`src/rtl/spi_reg_slave.sv`:
```
// SPI mode-0 responder with a small 8-bit register file, oversampled on sys_clk.
// Decodes single/burst read and write commands and exposes registers as a flat bus.
module spi_reg_slave #(
  parameter int unsigned REGCOUNT    = 14,
  parameter int unsigned SYNC_STAGES = 2
) (
  input  logic                  sys_clk,
  input  logic                  por_rst,
  input  logic                  sclk,
  input  logic                  csn,
  input  logic                  mosi,
  output logic                  miso,
  output logic [8*REGCOUNT-1:0] regs,
  output logic                  wr_pulse,
  output logic [7:0]            wr_addr,
  output logic [7:0]            wr_data
);

  typedef enum logic [2:0] {StIdle, StCmd, StAddr, StWdata, StRdata, StIgnore} state_e;

  localparam logic [7:0] CmdRd      = 8'hC1;
  localparam logic [7:0] CmdRdBurst = 8'hC5;
  localparam logic [7:0] CmdWr      = 8'hC2;
  localparam logic [7:0] CmdWrBurst = 8'hCA;
  localparam logic [7:0] LastAddr   = 8'(REGCOUNT - 1);

  logic [SYNC_STAGES-1:0] sclk_sync_q, sclk_sync_d;
  logic [SYNC_STAGES-1:0] csn_sync_q, csn_sync_d;
  logic [SYNC_STAGES-1:0] mosi_sync_q, mosi_sync_d;
  logic                   sclk_dly_q;
  logic                   sclk_s, csn_s, mosi_s, rise, fall;

  state_e     state_q, state_d;
  logic [2:0] bit_cnt_q, bit_cnt_d;
  logic [6:0] rx_q, rx_d;
  logic [7:0] cmd_q, cmd_d;
  logic [7:0] ptr_q, ptr_d;
  logic [7:0] shreg_q, shreg_d;
  logic       load_pend_q, load_pend_d;
  logic       seen_q, seen_d;
  logic [7:0] regs_q [REGCOUNT];
  logic [7:0] regs_d [REGCOUNT];
  logic       wr_pulse_q, wr_pulse_d;
  logic [7:0] wr_addr_q, wr_addr_d;
  logic [7:0] wr_data_q, wr_data_d;

  logic [7:0] rx_byte;
  logic       byte_done;
  logic       in_range;
  logic [7:0] ptr_next;
  logic [7:0] rd_val;
  logic       cmd_is_write;
  logic       cmd_valid;

  assign sclk_sync_d = {sclk_sync_q[SYNC_STAGES-2:0], sclk};
  assign csn_sync_d  = {csn_sync_q[SYNC_STAGES-2:0], csn};
  assign mosi_sync_d = {mosi_sync_q[SYNC_STAGES-2:0], mosi};

  assign sclk_s = sclk_sync_q[SYNC_STAGES-1];
  assign csn_s  = csn_sync_q[SYNC_STAGES-1];
  assign mosi_s = mosi_sync_q[SYNC_STAGES-1];
  assign rise   = sclk_s & ~sclk_dly_q;
  assign fall   = ~sclk_s & sclk_dly_q;

  assign rx_byte      = {rx_q, mosi_s};
  assign byte_done    = rise && (bit_cnt_q == 3'd7);
  assign in_range     = 32'(ptr_q) < REGCOUNT;
  assign ptr_next     = (ptr_q == LastAddr) ? 8'd0 : ptr_q + 8'd1;
  assign cmd_is_write = (cmd_q == CmdWr) || (cmd_q == CmdWrBurst);
  assign cmd_valid    = (rx_byte == CmdWr) || (rx_byte == CmdWrBurst) ||
                        (rx_byte == CmdRd) || (rx_byte == CmdRdBurst);

  // Out-of-range pointers match no register and read back as zero.
  always_comb begin
    rd_val = 8'h00;
    for (int unsigned k = 0; k < REGCOUNT; k++) begin
      if (ptr_q == 8'(k)) rd_val = regs_q[k];
    end
  end

  always_comb begin
    state_d     = state_q;
    bit_cnt_d   = bit_cnt_q;
    rx_d        = rx_q;
    cmd_d       = cmd_q;
    ptr_d       = ptr_q;
    shreg_d     = shreg_q;
    load_pend_d = load_pend_q;
    seen_d      = seen_q | csn_s;
    regs_d      = regs_q;
    wr_pulse_d  = 1'b0;
    wr_addr_d   = wr_addr_q;
    wr_data_d   = wr_data_q;

    // csn high takes priority over any sclk edge seen in the same cycle.
    if (csn_s) begin
      state_d     = StIdle;
      bit_cnt_d   = 3'd0;
      load_pend_d = 1'b0;
    end else begin
      if (state_q != StIdle && rise) begin
        bit_cnt_d = bit_cnt_q + 3'd1;
        rx_d      = rx_byte[6:0];
      end
      unique case (state_q)
        StIdle: begin
          if (seen_q) begin
            state_d   = StCmd;
            bit_cnt_d = 3'd0;
          end
        end
        StCmd: begin
          if (byte_done) begin
            cmd_d   = rx_byte;
            state_d = cmd_valid ? StAddr : StIgnore;
          end
        end
        StAddr: begin
          if (byte_done) begin
            ptr_d = rx_byte;
            if (cmd_is_write) begin
              state_d = StWdata;
            end else begin
              state_d     = StRdata;
              shreg_d     = 8'h00;
              load_pend_d = 1'b1;
            end
          end
        end
        StWdata: begin
          if (byte_done) begin
            if (in_range) begin
              for (int unsigned k = 0; k < REGCOUNT; k++) begin
                if (ptr_q == 8'(k)) regs_d[k] = rx_byte;
              end
              wr_pulse_d = 1'b1;
              wr_addr_d  = ptr_q;
              wr_data_d  = rx_byte;
            end
            if (cmd_q == CmdWr) state_d = StIgnore;
            else                ptr_d   = ptr_next;
          end
        end
        StRdata: begin
          if (fall) begin
            if (load_pend_q) begin
              shreg_d     = rd_val;
              load_pend_d = 1'b0;
            end else begin
              shreg_d = {shreg_q[6:0], 1'b0};
            end
          end
          if (byte_done) begin
            if (cmd_q == CmdRd) begin
              state_d = StIgnore;
            end else begin
              ptr_d       = ptr_next;
              load_pend_d = 1'b1;
            end
          end
        end
        StIgnore: ;
        default: state_d = StIdle;
      endcase
    end
  end

  always_ff @(posedge sys_clk) begin
    if (por_rst) begin
      sclk_sync_q <= '0;
      csn_sync_q  <= '0;
      mosi_sync_q <= '0;
      sclk_dly_q  <= 1'b0;
      state_q     <= StIdle;
      bit_cnt_q   <= 3'd0;
      rx_q        <= 7'd0;
      cmd_q       <= 8'h00;
      ptr_q       <= 8'h00;
      shreg_q     <= 8'h00;
      load_pend_q <= 1'b0;
      seen_q      <= 1'b0;
      regs_q      <= '{default: 8'h00};
      wr_pulse_q  <= 1'b0;
      wr_addr_q   <= 8'h00;
      wr_data_q   <= 8'h00;
    end else begin
      sclk_sync_q <= sclk_sync_d;
      csn_sync_q  <= csn_sync_d;
      mosi_sync_q <= mosi_sync_d;
      sclk_dly_q  <= sclk_s;
      state_q     <= state_d;
      bit_cnt_q   <= bit_cnt_d;
      rx_q        <= rx_d;
      cmd_q       <= cmd_d;
      ptr_q       <= ptr_d;
      shreg_q     <= shreg_d;
      load_pend_q <= load_pend_d;
      seen_q      <= seen_d;
      regs_q      <= regs_d;
      wr_pulse_q  <= wr_pulse_d;
      wr_addr_q   <= wr_addr_d;
      wr_data_q   <= wr_data_d;
    end
  end

  always_comb begin
    regs = '0;
    for (int unsigned k = 0; k < REGCOUNT; k++) begin
      regs[8*k +: 8] = regs_q[k];
    end
  end

  assign miso     = (state_q == StRdata) & shreg_q[7];
  assign wr_pulse = wr_pulse_q;
  assign wr_addr  = wr_addr_q;
  assign wr_data  = wr_data_q;

endmodule

```
`config.mk`:
```
export PLATFORM = sky130hd
export DESIGN_NAME = spi_reg_slave
export DESIGN_NICKNAME = d
export VERILOG_FILES = /design/src/rtl/spi_reg_slave.sv
export SDC_FILE = /design/constraint.sdc
export NUM_CORES = 1
export LEC_CHECK = 0
export ABC_CLOCK_PERIOD_IN_PS = 2250
export CORE_MARGIN = 10
export CORE_UTILIZATION = 49
export CTS_CLUSTER_DIAMETER = 40
export CTS_CLUSTER_SIZE = 30
export DETAILED_ROUTE_END_ITERATION = 10
export GPL_ROUTABILITY_DRIVEN = 1
export HOLD_SLACK_MARGIN = 0.06
export PLACE_DENSITY_LB_ADDON = 0.08
export SLEW_MARGIN = 20
export SYNTH_ARGS = -nofsm -noshare
export SYNTH_HDL_FRONTEND = slang
export SYNTH_SLANG_ARGS = --single-unit
```
`constraint.sdc`:
```
create_clock -name sys_clk -period 2.25 [get_ports sys_clk]
set_clock_uncertainty 0.15 [all_clocks]
set_input_delay 0.3375 -clock sys_clk [delete_from_list [all_inputs] [get_ports sys_clk]]
set_output_delay 0.3375 -clock sys_clk [all_outputs]
set_load 0.1 [all_outputs]
```
== Word-level counts from Yosys, hierarchy flattened ==
Index checks and enable logic that the tools add are counted.
Cells by class
  add/sub/neg operators: 2
  magnitude comparators: 1
  equal/unequal tests: 37
  mux-type cells: 46
  bitwise operators: 10
  reduce and logical (&&, ||, !) cells: 34
Operators with widths (number)
  2-to-1 mux 8 bit: 24
  AND reduction 5 bit: 15
  == test 8 bit, second input constant: 7
  == test 8 x 4 -> 1 bit, second input constant: 6
  2-to-1 mux 3 bit: 12
  == test 8 x 3 -> 1 bit, second input constant: 4
  case mux 8 bit (3 select lines): 1
  != test 2 bit, second input constant: 11
  case mux 3 bit (6 select lines): 1
  == test 8 x 2 -> 1 bit, second input constant: 2
  case mux 8 bit (2 select lines): 1
  == test 3 bit, second input constant: 3
  adder 8 x 1 -> 8 bit, second input constant: 1
  == test 8 x 1 -> 1 bit, second input constant: 1
  zero test 8 bit: 1
  less-than comparator 8 x 4 -> 1 bit, second input constant: 1
  AND reduction 8 bit: 1
  AND reduction 7 bit: 1
  == test 3 x 2 -> 1 bit, second input constant: 2
  2-to-1 mux 1 bit: 6
  inverter 1 bit: 6
  AND reduction 3 bit: 2
  nonzero test 3 bit: 2
  logical OR 1 bit: 4
  other kinds (12): 15
Word-level totals
  register bits: 175
  bits of input ports: 5
  output and inout port bits: 130
  word-level logic and storage cells: 159

== Logic depth before layout (Yosys ltp) ==
  word-level depth: 18
  depth in mapped cells: 11
  depth with buffers taken out: 8

== Worst setup path after synthesis ==
Ideal clock, no wire load.
  path type: reg2out
  from: register state_q[1]
  to: output miso
  arrival time: 3035 ps
  required time: 1762 ps
  path slack: -1273 ps
  cell stages (with the launch flop): 5
  path buffers: 2
  path through: dfxtp_1 > buf_2 > clkbuf_1 > nand2b_1 > nor3b_1
On the way
  cells in the longest elaborated chain, start to end: 2
RTL lines
  start: declaration: RTL line 33  | state_e state_q, state_d;
  start signal: assignment: RTL line 174  | state_q <= StIdle;
  start signal: assignment: RTL line 191  | state_q <= state_d;
  == test 3 bit: RTL line 213  | assign miso = (state_q == StRdata) & shreg_q[7];
  bitwise AND 1 bit: RTL line 213
  end: declaration: RTL line 12  | output logic miso,
Every way passes these cells.

== Worst setup path in the final report ==
  from: register ptr_q[7]
  to: register regs_q (netlist bit regs[31])
On the way
  cells in the longest elaborated chain, start to end: 2
  elaborated cells between the ends (all ways): 3
  those cells by class: order compare: 1; eq/ne: 1; reduce/logical: 1
RTL lines
  start: declaration: RTL line 37  | logic [7:0] ptr_q, ptr_d;
  start signal: assignment: RTL line 195  | ptr_q <= ptr_d;
  less-than comparator 8 x 4 -> 1 bit / == test 8 x 2 -> 1 bit (equally long branches): RTL line 67, 134
  AND reduction 5 bit (no source line) (*)
  end signal: assignment: RTL line 199  | regs_q <= regs_d;
  end: declaration: RTL line 41  | logic [7:0] regs_q [REGCOUNT];
Mark *: on every way between the ends. The rest lies on a longest branch, timed or not.
A chain may end at the register's enable or synchronous reset.

==> flow_metrics.py <==
metrics = {
    "worst_setup_path": {
        "path_max_fanout": 8,
        "crit_path_frequent_cell": "buf_12",
        "crit_slowest_cell": "or4_4",
        "crit_chain": "or4_4 > a21oi_4 > and4_4 > buf_12 > and3_4 > buf_12 > mux2i_1 > nor2_1",
        "cp-start-kind": "flip-flop",
        "end_kind": "flip-flop",
        "rr_startpoint": "ptr_q[7]",
        "cp_top_family": "simple AND/OR/NAND/NOR gates",
        "path_buf_inv": 2,
        "worstPathRequired_ns": 2.40,
        "path_class": "flip-flop to flip-flop",
        "startpoint": "ptr_q[7]",
        "arrival_ns": 2.44,
        "max_stage_delay_ns": 0.55,
    },
    "clock_tree": {
        "cts_buffers": 17,
        "clock_latency_ns": 0.44,
        "cts_tree": "built",
        "cts_num_sinks": 175,
        "htreeDepth": 4,
        "clockRootBuffer": "clkbuf_16",
        "clock_path_buffers": 2,
        "path_clk_slew_ns": 0.07,
        "hold_buffers": 0,
    },
    "outcome": {
        "violations": "setup timing",
        "status": "complete, but fails checks",
    },
    "global_routing": {
        "grt_max_degree": 69,
        "grt_pass1_vias": 7366,
        "grtUsageTotal": 0.240,
        "grt_remaining_overflow": 0,
        "grt_pass1_wl_um": 42600,
        "grt_antenna_before_repair": 0,
    },
    "cells_and_area": {
        "layout_commonest_cell": "buf_4",
        "nNetsFinal": 1169,
        "syn2layout_area_growth_pct": 37.1,
        "antennaDiodeCount": 0,
        "drive_above_1_share": 0.319,
        "final_cell_mix": "buf_4 (232), dfxtp_1 (168), nor2_1 (167), mux2i_1 (125), nand2_1 (92)",
        "fin_area_mm2": 0.0113,
    },
    "drt": {
        "wl_per_cell_um": 20.0,
        "via_per_inst": 5.62,
        "drc": 0,
        "wl_um": 27800,
        "drtPass1Iterations": 5,
        "first_iter_violations": 674,
        "vias": 7822,
        "ant_nets": 0,
    },
    "power_and_ir_drop": {
        "clock_power_share": 0.488,
        "power_frac_comb": 0.020,
        "ir_drop_mv": 0.535,
        "switching_share": 0.235,
        "seqPwrFrac": 0.492,
        "p_int_uw": 4830,
        "switching_power_uw": 1490,
        "p_per_area_mw_per_mm2": 558,
        "p_leak_uw": 0.00442,
    },
    "floorplan": {
        "rows": 47,
        "coreArea_mm2": 0.0166,
        "dieArea_mm2": 0.0225,
        "initial_utilization": 0.498,
        "die_w_um": 150,
        "die_height_um": 150,
        "io_pins": 135,
    },
    "synthesis": {
        "ys_seq_area_frac": 0.424,
        "ys_seq_elements": 175,
        "synth-edff-count": 0,
        "syn_inst": 966,
        "synth_nets": 977,
        "synth_cell_type_count": 65,
        "ys.flop_type": "dfxtp_1",
        "syn-cell-area_mm2": 0.00827,
        "postSynthAreaPerCell_um2": 8.56,
        "ys_warn_count": 0,
        "ys_async_sr_fraction": 0,
    },
    "timing": {
        "tightest_slew_ns": 0.684,
        "final.min_clock_period_ns": 2.29,
        "setup_violations": 28,
        "finalSetupTns_ns": -0.486,
        "period_share": 1.02,
        "maxSlewHeadroom": 0.544,
        "fin_ws_ns": -0.0436,
        "rsz0062_at_grt": "true",
        "fmax_mhz": 436,
        "slew_violations": 0,
        "hold_viol_final": 0,
    },
    "placed_design": {
        "pre_cts_slack_ns": -0.172,
        "place_hpwl_um": 19200,
        "numPortBuffers": 134,
        "gp_congestion": 0.907,
        "dpl_cell_area_mm2": 0.0103,
    },
    "worst_hold_path": {
        "min-delay-start": "por_rst",
        "hp-class": "input pin to flip-flop",
    },
    "job": {
        "maxCapViolCount": 0,
    },
}
## layer usage
| metal | part of all wire | wire [um] | track usage | up-vias |
|---|---|---|---|---|
| li1 | - | - | - | 3738 |
| met3 | 0.067 | 1860 | 0.0553 | 43 |
| met2 | 0.48 | 13200 | 0.382 | 277 |
| met1 | 0.44 | 12100 | 0.312 | 3764 |
| met5 | 0 | 0 | 0 | - |
| met4 | 0.021 | 587 | 0.0811 | 0 |
## worst register-to-register path, cell delays in order, from the launching register on
cell	delay, ns
dfxtp_2	0.32
or4_4	0.55
a21oi_4	0.16
and4_4	0.25
buf_12	0.13
and3_4	0.21
buf_12	0.12
mux2i_1	0.20
nor2_1	0.06
## power groups by stage
| stage | clock (uW) | sequential (uW) | combinational, uW |
|---|---|---|---|
| 2_1_floorplan | 0 | 3180 | 84.2 |
| 3_3_place_gp | 0 | 3180 | 120 |
| 3_5_place_dp | 0 | 3180 | 120 |
| 4_1_cts | 3130 | 3110 | 121 |
| 5_1_grt | 3260 | 3110 | 136 |
| 6_report | 3090 | 3110 | 125 |
## final timing paths
path	end	slack (ns)	cells past startpoint
setup reg to reg	regs[31]	-0.04	8
hold / removal	state_q[2]	0.11	3
setup / recovery	regs[31]	-0.04	8
hold reg to reg	sclk_sync_q[1]	0.29	1
## what timing repair did
| item | CTS | global route |
|---|---|---|
| endpoints found under the setup margin | 101 | 126 |
| cloned | 0 | 2 |
| pin swaps | 5 | 44 |
| gates resized for setup | 25 | 79 |
| buffers inserted | 2 | 7 |
## layout make-up
type                       count  area, um^2
timing repair buffer         259        2140
fill                        1391        5250
inverter                      16        60.1
clock inverter                15         195
tap                          220         275
sequential                   175        3510
clock buffer                  17         425
multi-input combinational    689        4720
## synthesized netlist by cell type (5+ instances only)
cell / n / share of area
ha_1: 6 / 0.0091
a32oi_1: 7 / 0.0074
and2_1: 8 / 0.0061
inv_1: 15 / 0.0068
o221ai_1: 6 / 0.0064
a21oi_1: 40 / 0.024
clkbuf_1: 69 / 0.031
and3_1: 10 / 0.0076
o21ai_0: 48 / 0.029
nor2_1: 169 / 0.077
dfxtp_1: 175 / 0.42
o211ai_1: 13 / 0.012
a211oi_1: 5 / 0.0045
nand3_1: 13 / 0.0079
o21a_1: 6 / 0.0054
nor2b_1: 21 / 0.016
a22oi_1: 12 / 0.011
nand2_1: 95 / 0.043
nor3_1: 9 / 0.0054
buf_2: 5 / 0.0030
a221oi_1: 9 / 0.0095
nor3b_1: 9 / 0.0082
buf_4: 8 / 0.0073
mux2i_1: 126 / 0.15
nand2b_1: 8 / 0.0061
## registers in the layout (all words and copies together) (netlist names)
name         count
wr_addr          8
regs           112
load_pend_q      1
ptr_q            8
csn_sync_q       2
bit_cnt_q        3
wr_data          8
seen_q           1
mosi_sync_q      2
shreg_q          8
rx_q             7
sclk_dly_q       1
sclk_sync_q      2
cmd_q            8
state_q          3
wr_pulse         1
## metrics by stage
step	power [uW]	util	std cells	hold WS, ns
floorplan	3260	-	966	0.264
global placement	3300	0.622	1352	0.275
detailed placement	3300	0.622	1352	0.274
CTS	6360	0.662	1383	0.0731
global route	6510	0.683	1391	0.0987
finish	6320	0.683	1391	0.107
## cells by family (layout without fill, tap and decap cells)
kind of cell / count (synthesis) / after routing / synth area share
DFF: 175 / 175 / 0.424
buffers and inverters: 102 / 307 / 0.0507
and+or+nand+nor: 374 / 374 / 0.216
muxes: 126 / 126 / 0.153
adders and majority gates: 6 / 6 / 0.00908
AOI/OAI and AO/OA: 181 / 181 / 0.146
xor gates and xnor gates: 2 / 2 / 0.00212
No activity file was read; power rests on OpenSTA's default activity.
==> RTL edit 1: new RTL, same flow settings <==
`REGCOUNT`: 14 -> 28.
--- a/src/rtl/spi_reg_slave.sv
+++ b/src/rtl/spi_reg_slave.sv
@@ -1,7 +1,7 @@
 // SPI mode-0 responder with a small 8-bit register file, oversampled on sys_clk.
 // Decodes single/burst read and write commands and exposes registers as a flat bus.
 module spi_reg_slave #(
-  parameter int unsigned REGCOUNT    = 14,
+  parameter int unsigned REGCOUNT    = 28,
   parameter int unsigned SYNC_STAGES = 2
 ) (
   input  logic                  sys_clk,
Ports: changed (resized regs); port bits go from 135 to 247. No check against the original RTL was run, so the function may have changed too.
==> RTL edit 1 against the unedited design <==
The run still ends with setup timing left; fmax is 9.2% lower; routed wire length increased by 130%; cell area grew 90%; via count grew 110%; critical path depth grew 1; power rose by 77%; worst setup slack got worse by 230 ps; sequential cell count rose by 112; synthesized area up 61%; largest power group is now clock; highest routed layer unchanged.
==> RTL edit 1: results (changes against the unedited design) <==
VDD IR max 0.502 mV (-6.1%); Final Non-Filler Cells 2644 (+90%); compound-gate portion of the synthesized area 22.4% (+7.9 points); via/cell ratio 6.18 (+9.9%); WL/cell 24.1 µm (+20%); crit-path max FO 14 (+6); Synth cell types 77 (+18%); drt first-iter violations 1877 (+180%); Crit path max-delay family compound AO/OA/AOI/OAI gates; run status finished with violations; CP arrival 2820 ps (+380 ps); Leak 8.40 nW (+90%); GP Congestion 1.02 (+12%); final HPWL from detailed placement 42500 µm (+120%); number of global-route vias before repair 15600 (+110%); Buffers on Ports 246 (+84%); Final setup viols 244 (+770%); share of layout cells above drive strength 1 50.2% (+18 points); fill count 1726 (+24%); XOR/XNOR Fraction of Synth Area 0.197% (-0.015 points); Commonest cells post-synth nand2_1, a21oi_1, dfxtp_1; largest net degree at the start of global routing 138 (+100%); Post-Synth Adder-Cell Area 0.563% (-0.35 points); htree depth 2 (-2); DRT Pass-1 Iters 6 (+1); CTS Buf Count 35 (+18); first-pass GRT wire length 91900 µm (+120%); multiplexer share of the synthesized area 2.10% (-13 points); GRT Util Overall 34.2% (+10 points); placed instance count 2547 (+88%); failing checks setup timing; internal power 0.00867 W (+79%); Largest register FFs 224 (+100%); syn avg cell area 7.27 µm² (-15%); Final WS setup -276 ps (-232 ps); CP max stage delay 370 ps (-180 ps)
RTL edit 1: changes by cell type in the layout (fill, tap and decap cells not counted), moves of 23 or more:
cell     delta
mux2i_1    -97
nor2_4     +27
buf_6      +42
dfxtp_1   +102
nand2_2   +157
a21oi_1    +73
nand3_1    +23
buf_4     +211
nor2_1     -95
nand2_1   +252
a21oi_2   +195
nand2_4    +53
RTL edit 1: what timing repair did:
item	4_1_cts	5_1_grt
gates cloned	1	1
setup endpoints to repair	212	257
pin swaps	200	165
gates resized for setup	363	389
setup buffers	14	25
RTL edit 1: stage by stage:
stage	hold WS (ps)	setup WS (ps)	instance area (µm²)	TNS, ps
4_1_cts	228	-206	19900	-9640
6_report	232	-276	21600	-29800
3_5_place_dp	281	-400	17300	-27650
3_3_place_gp	270	-348	17300	-17820
2_1_floorplan	264	-72.2	13400	-155
5_1_grt	248	-320	21600	-45180
RTL edit 1: logic make-up (layout without fill, tap and decap cells):
group	Yosys count	count (layout)
and+or+nand+nor	834	834
AOI/OAI and AO/OA	513	513
DFF	287	287
buffers and inverters	164	632
muxes	28	28
adders and majority gates	6	6
xor gates and xnor gates	3	3
RTL edit 1: worst register-to-register path: cells and delay by family, from the launching register on:
family,cells,cell delay [ps]
flip-flops,1,370
AO/OA/AOI/OAI,6,1340
adder cells (fa/ha/maj),1,180
buffers and inverters,2,410
RTL edit 1: area by class of cell:
cell class              count  area share (%)
inverters                  22           0.412
flip-flops and latches    287            26.8
repair buffers            546            22.3
multi-input cells        1384            43.0
clock buffers              43            4.25
clock inverters            21            1.31
well taps                 341            1.98
RTL edit 1: metal layers:
layer,global-route usage [%],up-vias,part of all wire (%)
met4,14.3,0,5.0
met5,0,-,0
met2,56.5,1055,47
met1,43.0,7839,38
met3,5.96,246,9.8
li1,-,7200,-
RTL edit 1: worst paths after layout:
kind / end / slack [ps] / depth (start not counted)
max reg2reg: shreg_q[2]$_SDFFE_PP0P_ / -280 / 9
max: shreg_q[2]$_SDFFE_PP0P_ / -280 / 9
min: sclk_sync_q[0]$_SDFF_PP0_ / 230 / 2
min reg2reg: sclk_sync_q[1]$_SDFF_PP0_ / 290 / 1
RTL edit 1: power by group through the flow:
stage	logic, W	clock network, W	registers, W
floorplan	0.0000976	0	0.00520
global placement	0.000141	0	0.00521
detailed placement	0.000143	0	0.00521
CTS	0.000158	0.00586	0.00509
global route	0.000201	0.00608	0.00509
finish	0.000190	0.00589	0.00509
==> RTL edit 2: new RTL, config.mk and constraints unchanged <==
Made on the original files. Re-encode `state_e` (6 states) as one-hot, 6 bits wide.
--- a/src/rtl/spi_reg_slave.sv
+++ b/src/rtl/spi_reg_slave.sv
@@ -16,7 +16,7 @@
   output logic [7:0]            wr_data
 );
 
-  typedef enum logic [2:0] {StIdle, StCmd, StAddr, StWdata, StRdata, StIgnore} state_e;
+  typedef enum logic [5:0] {StIdle = 6'b000001, StCmd = 6'b000010, StAddr = 6'b000100, StWdata = 6'b001000, StRdata = 6'b010000, StIgnore = 6'b100000} state_e;
 
   localparam logic [7:0] CmdRd      = 8'hC1;
   localparam logic [7:0] CmdRdBurst = 8'hC5;
Check against the original RTL: no difference found for any inputs over 10 cycles, from zero or initial values and one cycle with por_rst high; not proved beyond that.
==> RTL edit 2 against the unedited design <==
The run still ends with setup timing left; fmax grew 1.2%; worst setup slack gained 28 ps; cell area is 1.8% lower; worst hold slack better by 62 ps; sequential cell count up 3; routed wire length is 8.9% higher; synthesized area up 1.9%; critical endpoint is now regs[5]$_SDFFE_PP0P_; highest routed layer unchanged.
Power is not compared: it rests on default switching activity, and its combinational part moved more than twofold at a synthesized area within 25%.
==> RTL edit 2: results (changes against the unedited design) <==
run status finished with violations; failing checks setup timing; largest net degree at the start of global routing 109 (+58%); ANT cells 0 (unchanged); Ys Warns 0 (unchanged); drt first-iter violations 844 (+25%); share of layout cells above drive strength 1 25.5% (-6.3 points); Synth cell types 67 (+3.1%); Final WS setup -15.9 ps (+27.8 ps); Worst slew margin 64.7% (+10 points); Post-Synthesis Cells 1113 (+15%); placed instance count 1487 (+10%); clk buf depth 2 (unchanged); DRT Pass-1 Iters 6 (+1); NumNets Final 1308 (+12%); Synth area leaders dfxtp_1, nand2_1, a21oi_1, mux2i_1, o21ai_0; number of global-route vias before repair 8215 (+12%); drt total wl 30300 µm (+8.9%); fill count 1519 (+9.2%); DR vias 8809 (+13%); multiplexer share of the synthesized area 4.99% (-10 points); Post-Place Worst Slack -86.0 ps (+85.6 ps); WL/cell 19.8 µm (-0.84%); post-synthesis sequential area ratio 42.3% (-0.061 points); Commonest cells post-synth nand2_1, dfxtp_1, a21oi_1; Final setup viols 2 (-93%); compound-gate portion of the synthesized area 19.9% (+5.3 points); final HPWL from detailed placement 21500 µm (+12%); worst reg2reg path depth 7 (-1); GP Congestion 0.968 (+6.8%); Post-Synth Adder-Cell Area 0.892% (-0.017 points); XOR/XNOR Fraction of Synth Area 0.312% (+0.10 points)
-- RTL edit 2: cell types whose count changed after synthesis, sizes merged, moves of 6 or more --
cell / before / now
mux2i: 126 / 42
a21oi: 41 / 140
nand2: 95 / 268
nand3: 13 / 38
o221ai: 6 / 0
a221oi: 9 / 1
a22oi: 12 / 6
o21ai: 51 / 80
nor2: 172 / 89
-- RTL edit 2: layout make-up --
class | instances | area (µm²) | share of cell area (%)
Timing Repair Buffer | 255 | 2010 | 18.1
Inverter | 15 | 56.3 | 0.506
Sequential cell | 178 | 3580 | 32.1
Clock buffer | 20 | 457 | 4.10
Multi-Input combinational cell | 830 | 4630 | 41.6
Tap cell | 220 | 275 | 2.47
Clock inverter | 10 | 126 | 1.13
-- RTL edit 2: worst paths after layout --
| path | slack [ps] | end | from |
|---|---|---|---|
| setup / recovery | -20 | regs[5]$_SDFFE_PP0P_ | state_q[4]$_SDFFE_PP0P_ |
| hold / removal | 170 | state_q[2]$_SDFFE_PP0P_ | por_rst |
| setup reg to reg | -20 | regs[5]$_SDFFE_PP0P_ | state_q[4]$_SDFFE_PP0P_ |
| hold reg to reg | 290 | csn_sync_q[1]$_SDFF_PP0_ | csn_sync_q[0]$_SDFF_PP0_ |
-- RTL edit 2: cell families (layout without fill, tap and decap cells) --
kind of cell,count (synthesis),count (layout)
muxes,42,42
DFF,178,178
xor gates and xnor gates,3,3
and+or+nand+nor,487,487
adders and majority gates,6,6
buffers and inverters,105,300
AOI/OAI and AO/OA,292,292
-- RTL edit 2: critical path: stages, from the launching register on --
cell     delay [ps]
dfxtp_2         330
nor4_4          350
and3b_2         270
buf_6           110
nand4_4         110
or4_4           550
mux2i_1         200
nor2_1           50
-- RTL edit 2: power breakdown --
group / switching (W) / total, W / internal, W
combinational: 0.000269 / 0.000510 / 0.000240
sequential: 0.0000249 / 0.00320 / 0.00318
clock: 0.00130 / 0.00300 / 0.00170
total: 0.00159 / 0.00671 / 0.00511
-- RTL edit 2: repair_timing --
item	CTS	global route
hold buffers	0	0
resized for setup	15	53
pin swaps	4	7
endpoints found under the setup margin	36	139
setup buffers	4	8
-- RTL edit 2: layer usage --
| layer | GRT usage (%) | up-vias | share of wire [%] |
|---|---|---|---|
| li1 | - | 4196 | - |
| met1 | 35.1 | 4085 | 43 |
| met2 | 39.0 | 465 | 45 |
| met3 | 5.82 | 63 | 9.7 |
| met4 | 9.58 | 0 | 2.9 |
| met5 | 0 | - | 0 |
-- RTL edit 2: stage by stage --
stage / setup TNS [ps] / total power (W) / utilization [%]
floorplan: 0 / 0.00353 / -
global placement: -179 / 0.00366 / 61.3
detailed placement: -1010 / 0.00366 / 61.3
CTS: -54.1 / 0.00662 / 65.2
global route: -1450 / 0.00688 / 66.7
finish: -24.1 / 0.00671 / 66.7
